## src/rtl/enc_pkg.sv

```systemverilog
// rtl/enc_pkg.sv - shared constants and helpers for the priority encoder
package enc_pkg;

   localparam int ENC_FIXED = 0;
   localparam int ENC_RR    = 1;

   // Index width for n requests; n is at least 2, so the result is never 0.
   function automatic int clog2(input int n);
      int r;
      r = 0;
      while ((1 << r) < n) r++;
      return r;
   endfunction

endpackage

```

## src/rtl/prio_pick.sv

```systemverilog
// rtl/prio_pick.sv - combinational lowest/highest set-bit finder
module prio_pick
   import enc_pkg::*;
#(
   parameter int  N    = 8,
   parameter bit  HIGH = 1'b0,
   localparam int W    = clog2(N)
) (
   input  logic [N-1:0] vec,
   output logic         found,
   output logic [W-1:0] idx
);

   // The last match written wins, so the scan direction picks the extreme bit.
   always_comb begin
      found = 1'b0;
      idx   = '0;
      if (HIGH) begin
         for (int i = 0; i < N; i++) begin
            if (vec[i]) begin
               found = 1'b1;
               idx   = W'(i);
            end
         end
      end else begin
         for (int i = N - 1; i >= 0; i--) begin
            if (vec[i]) begin
               found = 1'b1;
               idx   = W'(i);
            end
         end
      end
   end

endmodule

```

## src/rtl/prio_encoder_rr.sv

```systemverilog
// rtl/prio_encoder_rr.sv - registered fixed/round-robin priority encoder with valid/ready output
module prio_encoder_rr
   import enc_pkg::*;
#(
   parameter int  N    = 8,
   parameter int  MODE = ENC_FIXED,
   localparam int W    = clog2(N)
) (
   input  logic         clk,
   input  logic         rst_n,
   input  logic         en,
   input  logic [N-1:0] in,
   input  logic         ready,
   output logic [W-1:0] out,
   output logic         valid,
   output logic         multi
);

   logic [W-1:0] ptr;
   logic [W-1:0] ptr_nxt;
   logic [W-1:0] sel;
   logic [N-1:0] masked;
   logic         any;
   logic         load;
   logic         is_multi;

   always_comb begin
      masked = '0;
      for (int i = 0; i < N; i++) begin
         masked[i] = in[i] && (i >= int'(ptr));
      end
   end

   generate
      if (MODE == ENC_RR) begin : g_rr
         logic         found_m;
         logic         found_u;
         logic [W-1:0] idx_m;
         logic [W-1:0] idx_u;

         prio_pick #(.N(N), .HIGH(1'b0)) u_masked (.vec(masked), .found(found_m), .idx(idx_m));
         prio_pick #(.N(N), .HIGH(1'b0)) u_raw    (.vec(in),     .found(found_u), .idx(idx_u));

         assign any = found_u;
         assign sel = found_m ? idx_m : idx_u;
      end else begin : g_fixed
         // ptr is held at 0 here, so the masked vector equals in.
         prio_pick #(.N(N), .HIGH(1'b1)) u_fixed (.vec(masked), .found(any), .idx(sel));
      end
   endgenerate

   assign load     = en && (!valid || ready);
   assign is_multi = (in & (in - 1'b1)) != '0;
   assign ptr_nxt  = (sel == W'(N - 1)) ? '0 : sel + 1'b1;

   always_ff @(posedge clk or negedge rst_n) begin
      if (!rst_n) begin
         out   <= '0;
         valid <= 1'b0;
         multi <= 1'b0;
         ptr   <= '0;
      end else if (load) begin
         if (any) begin
            out   <= sel;
            multi <= is_multi;
            valid <= 1'b1;
            if (MODE == ENC_RR) ptr <= ptr_nxt;
         end else begin
            valid <= 1'b0;
         end
      end else if (valid && ready) begin
         valid <= 1'b0;
      end
   end

endmodule

```

## config.mk

```make
export PLATFORM = sky130hd
export DESIGN_NAME = prio_encoder_rr
export DESIGN_NICKNAME = d
export VERILOG_FILES = /design/src/rtl/enc_pkg.sv /design/src/rtl/prio_pick.sv /design/src/rtl/prio_encoder_rr.sv
export SDC_FILE = /design/constraint.sdc
export NUM_CORES = 1
export LEC_CHECK = 0
export ABC_AREA = 1
export ABC_CLOCK_PERIOD_IN_PS = 1800
export CORE_AREA = 2 2 39 41
export CTS_CLUSTER_SIZE = 8
export DETAILED_ROUTE_END_ITERATION = 8
export DIE_AREA = 0 0 41 43
export GPL_ROUTABILITY_DRIVEN = 0
export PLACE_DENSITY_LB_ADDON = 0.25
export SLEW_MARGIN = 20
export SYNTH_ARGS = -nofsm -noshare
export SYNTH_HDL_FRONTEND = slang
export SYNTH_SLANG_ARGS = --single-unit
export TNS_END_PERCENT = 100
```

## constraint.sdc

```tcl
create_clock -name clk -period 1.8 [get_ports clk]
set_input_delay 0.36 -clock clk [delete_from_list [all_inputs] [get_ports clk]]
set_output_delay 0.36 -clock clk [all_outputs]
set_load 0.01 [all_outputs]
```

==> summary.md, run 1 <==
| Metric | Value |
|---|---|
| Status | `finished clean` |
| Avg Inst Size Synth | `6.39 um^2` |
| Setup CP Type | `reg2out` |
| Delay of the slowest critical-path stage | `0.53 ns` |
| # H-tree levels | `1` |
| Post-CTS Hold Buffers | `0` |
| Fin Clk Skew | `0.00140 ns` |
| Yosys top cell by area | `dfrtp_1` |
| Yosys top cell area share | `0.350` |
| Routed vias | `380` |
| Logic pwr share | `0.304` |
| Initial DRC Count | `1` |
| Initial Utilization | `0.259` |
| Fin Setup TNS | `0 ns` |
| Slew HR | `0.846` |
| R2r worst-path depth | `6` |
| Worst-Margin Slew | `0.230 ns` |
| Final hold violations | `0` |
| Seq pwr share | `0.347` |
| MaxCap Viol Count | `0` |
| Final-stage net count | `89` |
| Initial antenna violation count | `0` |
| Reg2reg end | `multi` |
| Slowest CP cell | `clkdlybuf4s50_1` |
| Clock buffer depth | `2` |
| Fill cell count | `155` |
| Commonest cells after routing, fill and taps aside | `26 x nand2_1, 16 x clkdlybuf4s50_1, 9 x inv_1` |
| Hold Crit Class | `in2async` |
| Clk pin slew, worst setup/hold paths | `0.05 ns` |
| Site row count | `14` |
| Die height | `43 um` |
| Drt wl/cell | `7.89 um` |
| Sink Count | `5` |
| Layout cells sized above 1 | `0.105` |
| Overall Global Routing Usage | `0.104` |
| IO Port Bufs | `16` |
| Routed vias/inst | `4.13` |
| R2R setup slack | `0.82 ns` |
| Largest net degree at the start of global routing | `8` |
| CP Buf/Inv Count | `1` |
| DIE AREA | `1760 um^2` |
| CTS root buf | `clkbuf_4` |
| Sequential area share after synthesis | `0.350` |
| Arrival @ worst endpoint | `1.12 ns` |
| Post-synth cell types | `13` |
| Worst skew pair latency | `0.25 ns` |
| CP endpoint kind | `output port` |
| Die width | `41 um` |
| VDD IR max | `0.166 mV` |
| Top Family by Delay on Critical Path | `buffers and inverters` |
| Clock power share | `0.349` |
| Number of synthesized register bits | `5` |
| Core area | `1380 um^2` |
| Syn Nets | `68` |
| Post-Syn Instances | `56` |
| Gr ovfl total | `0` |
| Int Pwr | `279 uW` |
| Post-synthesis cell area | `358 um^2` |
| Worst EP required | `1.44 ns` |
| Switch share | `0.289` |
| Slew Viols, Final | `0` |
| LEAKAGE | `0.000291 uW` |
| Crit-path cells | `clkdlybuf4s50_1` |
| YS warnings | `3` |
| Most common cell after layout, fill and taps aside | `nand2_1` |
| Diode count | `0` |
| First-pass GRT wire length | `1.21 mm` |
| Synth area leaders | `dfrtp_1 35%, nand2_1 27%, inv_1 9.4%` |
| Final worst path period share | `0.825` |
| Final min period | `1.48 ns` |
| DRC viols | `0` |
| Net Switching | `113 uW` |
| Area growth, synth to finish | `57.7%` |
| Post-CTS Setup Repair Bufs | `0` |
| TritonCTS buffer count | `3` |
| Drt total wl | `726 um` |
| Reg-to-Reg Start | `valid` |
| Drt pass-1 iters | `4` |
| I/O Pins | `17` |
| CTS tree | `built` |
| Resize count post-CTS | `0` |
| Worst hold slack | `0.332 ns` |
| Final count of negative-setup-slack endpoints | `0` |
| Final ANT Viol Nets | `0` |
| CP Max Fanout | `2` |
| Startpoint Class | `register` |
| RSZ-0062 raised after global routing | `false` |
| Max Clock Freq | `0.674 GHz` |
| Pwr per Cell Area | `694 nW/um^2` |
| Number of global-route vias before repair | `336` |
## worst max-delay path by stage
stage	cells after the start	to	from
floorplan	6	multi	in[6]
global placement	7	multi	in[1]
detailed placement	7	multi	in[4]
CTS	1	out[1]	out[1]
global route	1	out[2]	out[2]
finish	1	out[1]	out[1]
## synthesized netlist by cell type
| cell type | number |
|---|---|
| a21oi_1 | 2 |
| dfrtp_1 | 5 |
| inv_1 | 9 |
| inv_2 | 1 |
| nand2_1 | 26 |
| nand2_4 | 1 |
| nor2_1 | 4 |
| nor2_2 | 1 |
| nor2_4 | 1 |
| o21a_1 | 1 |
| o21ai_0 | 3 |
| o21ai_1 | 1 |
| o21ai_4 | 1 |
## state kept, by name, summed over array words and instances (netlist names)
| signal | count |
|---|---|
| multi | 1 |
| valid | 1 |
| out | 3 |
## power groups by stage
stage          sequential (uW)  clock [uW]  combinational, uW
2_1_floorplan              145           0               43.5
3_3_place_gp               139           0                120
3_5_place_dp               138           0                120
4_1_cts                    136         143                121
5_1_grt                    139         148                134
6_report                   136         137                119
## routing by layer
metal / vias up / wire, um / GRT usage
met5: - / 0 / 0
met4: 0 / 35 / 0.120
met3: 3 / 66 / 0.0157
met2: 18 / 295 / 0.144
met1: 151 / 328 / 0.118
li1: 208 / - / -
## cells by family after synthesis
group,synth area share
AOI/OAI and AO/OA,0.150
buffers and inverters,0.105
DFF,0.350
and+or+nand+nor,0.395
## per-stage QoR
| stage | power [uW] | util | area [um^2] | worst slack (ns) | instances |
|---|---|---|---|---|---|
| global placement | 258 | 0.389 | 538 | 0.214 | 88 |
| global route | 420 | 0.408 | 564 | 0.264 | 92 |
| detailed placement | 258 | 0.389 | 538 | 0.186 | 88 |
| floorplan | 189 | - | 358 | 0.767 | 56 |
| CTS | 400 | 0.408 | 564 | 0.299 | 92 |
| finish | 392 | 0.408 | 564 | 0.316 | 92 |
## final cells by class
cell class              count  area, um^2  share of cell area
multi-input cells          41         195               0.346
inverters                  10        37.5              0.0665
well taps                  16        20.0              0.0355
repair buffers             16         160               0.284
clock buffers               4        26.3              0.0466
flip-flops and latches      5         125               0.222
No activity file was read; power rests on OpenSTA's default activity.
==> run 2, diff against run 1 <==
--- a/config.mk
+++ b/config.mk
@@ -6,7 +6,7 @@
 export NUM_CORES = 1
 export LEC_CHECK = 0
 export ABC_AREA = 1
-export ABC_CLOCK_PERIOD_IN_PS = 1800
+export ABC_CLOCK_PERIOD_IN_PS = 1500
 export CORE_AREA = 2 2 39 41
 export CTS_CLUSTER_SIZE = 8
 export DETAILED_ROUTE_END_ITERATION = 8
==> constraint.sdc (replaced) <==
create_clock -name clk -period 1.5 [get_ports clk]
set_input_delay 0.3 -clock clk [delete_from_list [all_inputs] [get_ports clk]]
set_output_delay 0.3 -clock clk [all_outputs]
set_load 0.01 [all_outputs]
==> run 2 against run 1 <==
  * Global-route usage decreased by 0.28 points
  * Clock power increased by 12%
  * Hold slack got worse by 0.049 ns
  * Sequential power increased by 21%
  * Worst setup slack got worse by 0.24 ns
  * Clock-buffer cell count unchanged
  * Final area increased by 5.3%
  * Via count increased by 3.7%
  * Wire length increased by 6.1%
==> summary.md, run 2 (synthesized netlist as in run 1, its figures left out) <==
| Metric | Value |
|---|---|
| Commonest cells after routing, fill and taps aside | `26 x nand2_1, 16 x clkdlybuf4s50_1, 9 x inv_1 (unchanged)` |
| CP Buf/Inv Count | `1 (unchanged)` |
| Layout Utilization | `0.429 (was 0.408)` |
| Pwr per Cell Area | `786 nW/um^2 (was 694 nW/um^2)` |
| RSZ-0062 raised after global routing | `false (unchanged)` |
| Drt pass-1 iters | `4 (unchanged)` |
| Power after layout | `467 uW (was 392 uW)` |
| DIE AREA | `1760 um^2 (unchanged)` |
| CTS tree | `built (unchanged)` |
| Slew HR | `0.847 (was 0.846)` |
| Setup CP Type | `reg2out (unchanged)` |
| Final ANT Viol Nets | `0 (unchanged)` |
| VDD IR max | `0.194 mV (was 0.166 mV)` |
| Clock buffer depth | `2 (unchanged)` |
| Fin Clk Skew | `0.00170 ns (was 0.00140 ns)` |
| Status | `finished clean (unchanged)` |
| Diode count | `0 (unchanged)` |
| Post-CTS Setup Repair Bufs | `0 (unchanged)` |
| Final min period | `1.43 ns` |
| Final-stage net count | `93 (was 89)` |
| Die width | `41 um (unchanged)` |
| Most common cell after layout, fill and taps aside | `nand2_1 (unchanged)` |
| Final count of negative-setup-slack endpoints | `0 (unchanged)` |
| Core area | `1380 um^2 (unchanged)` |
| Layout cells sized above 1 | `0.150 (was 0.105)` |
| Clk pin slew, worst setup/hold paths | `0.04 ns (was 0.05 ns)` |
| Resize count post-CTS | `0 (unchanged)` |
| # H-tree levels | `1 (unchanged)` |
| Final hold violations | `0 (unchanged)` |
| CTS root buf | `clkbuf_4 (unchanged)` |
| R2r worst-path depth | `6 (unchanged)` |
| Area growth, synth to finish | `66.1% (was 57.7%)` |
| Drt total wl | `770 um (was 726 um)` |
| Routed vias | `394 (was 380)` |
| R2R setup slack | `0.54 ns (was 0.82 ns)` |
| Gr ovfl total | `0 (unchanged)` |
| Worst hold slack | `0.283 ns (was 0.332 ns)` |
| Final worst path period share | `0.952` |
| Delay of the slowest critical-path stage | `0.54 ns (was 0.53 ns)` |
| MaxCap Viol Count | `0 (unchanged)` |
| Die height | `43 um (unchanged)` |
| Worst-Margin Slew | `0.229 ns (was 0.230 ns)` |
| Placed instance area | `568 um^2 (was 538 um^2)` |
| Largest registers | `out (3), multi (1), valid (1) (unchanged)` |
| Hold Crit Class | `in2async (unchanged)` |
| Reg with most FFs | `out (unchanged)` |
| Largest net degree at the start of global routing | `8 (unchanged)` |
| Fill cell count | `157 (was 155)` |
| Overall Global Routing Usage | `0.101 (was 0.104)` |
| Drt wl/cell | `8.02 um (was 7.89 um)` |
| Final instance area | `594 um^2 (was 564 um^2)` |
| Sink Count | `5 (unchanged)` |
| IO Port Bufs | `16 (unchanged)` |
| CP endpoint kind | `output port (unchanged)` |
| Worst EP required | `1.20 ns (was 1.44 ns)` |
| Number of global-route vias before repair | `339 (was 336)` |
| Initial Utilization | `0.259 (unchanged)` |
| Post-CTS Hold Buffers | `0 (unchanged)` |
| Critical path depth in cells | `1 (unchanged)` |
| Detailed placement HPWL | `652 um` |
| I/O Pins | `17 (unchanged)` |
| Top Family by Delay on Critical Path | `buffers and inverters (unchanged)` |
| Startpoint Class | `register (unchanged)` |
| LEAKAGE | `0.000310 uW (was 0.000291 uW)` |
| Arrival @ worst endpoint | `1.13 ns (was 1.12 ns)` |
| Initial DRC Count | `3 (was 1)` |
| Initial antenna violation count | `0 (unchanged)` |
| Worst skew pair latency | `0.24 ns (was 0.25 ns)` |
| TritonCTS buffer count | `3 (unchanged)` |
| CP Max Fanout | `2 (unchanged)` |
| Slew Viols, Final | `0 (unchanged)` |
| Number of flip-flops in the largest register | `3 (unchanged)` |
| Max Clock Freq | `0.700 GHz` |
| Routed vias/inst | `4.10 (was 4.13)` |
| Slowest CP cell | `clkdlybuf4s50_1 (unchanged)` |
| Crit-path cells | `clkdlybuf4s50_1 (unchanged)` |
| Site row count | `14 (unchanged)` |
| First-pass GRT wire length | `1.17 mm (was 1.21 mm)` |
| DRC viols | `0 (unchanged)` |
## run 2: worst paths after layout
check,startpoint,endpoint
setup / recovery,out[0],out[0]
hold / removal,rst_n,out[2]
setup reg to reg,valid,multi
hold reg to reg,out[2],out[2]
max in group asynchronous,rst_n,out[1]
min in group clk,out[2],out[2]
## run 2: where the power goes
group	total (uW)	switching, uW	internal, uW	leakage, uW
Sequential	165	10.6	154	0.0000571
Combinational	150	65.2	84.9	0.000238
Clock	153	52.2	100	0.0000150
Total	467	128	339	0.000310
## run 2: area by class of cell
class,count,area (um^2),area share
inverters,10,37.5,0.0632
flip-flops and latches,5,125,0.211
multi-input cells,41,195,0.328
well taps,16,20.0,0.0337
repair buffers,20,190,0.320
clock buffers,4,26.3,0.0442
## run 2: metal layers
layer  vias to the layer above  GRT usage  part of all wire
li1                        217          -                 -
met1                       164     0.0965              0.41
met2                        13      0.166              0.51
met3                         0     0.0157             0.083
met4                         0      0.100                 0
met5                         -          0                 0
## run 2: per-stage QoR
step	cells	setup slack (ns)	setup TNS [ns]
3_3_place_gp	92	-0.0291	-0.0590
6_report	96	0.0722	0
5_1_grt	96	0.0404	0
2_1_floorplan	56	0.526	0
3_5_place_dp	92	-0.0474	-0.108
4_1_cts	96	0.0565	0
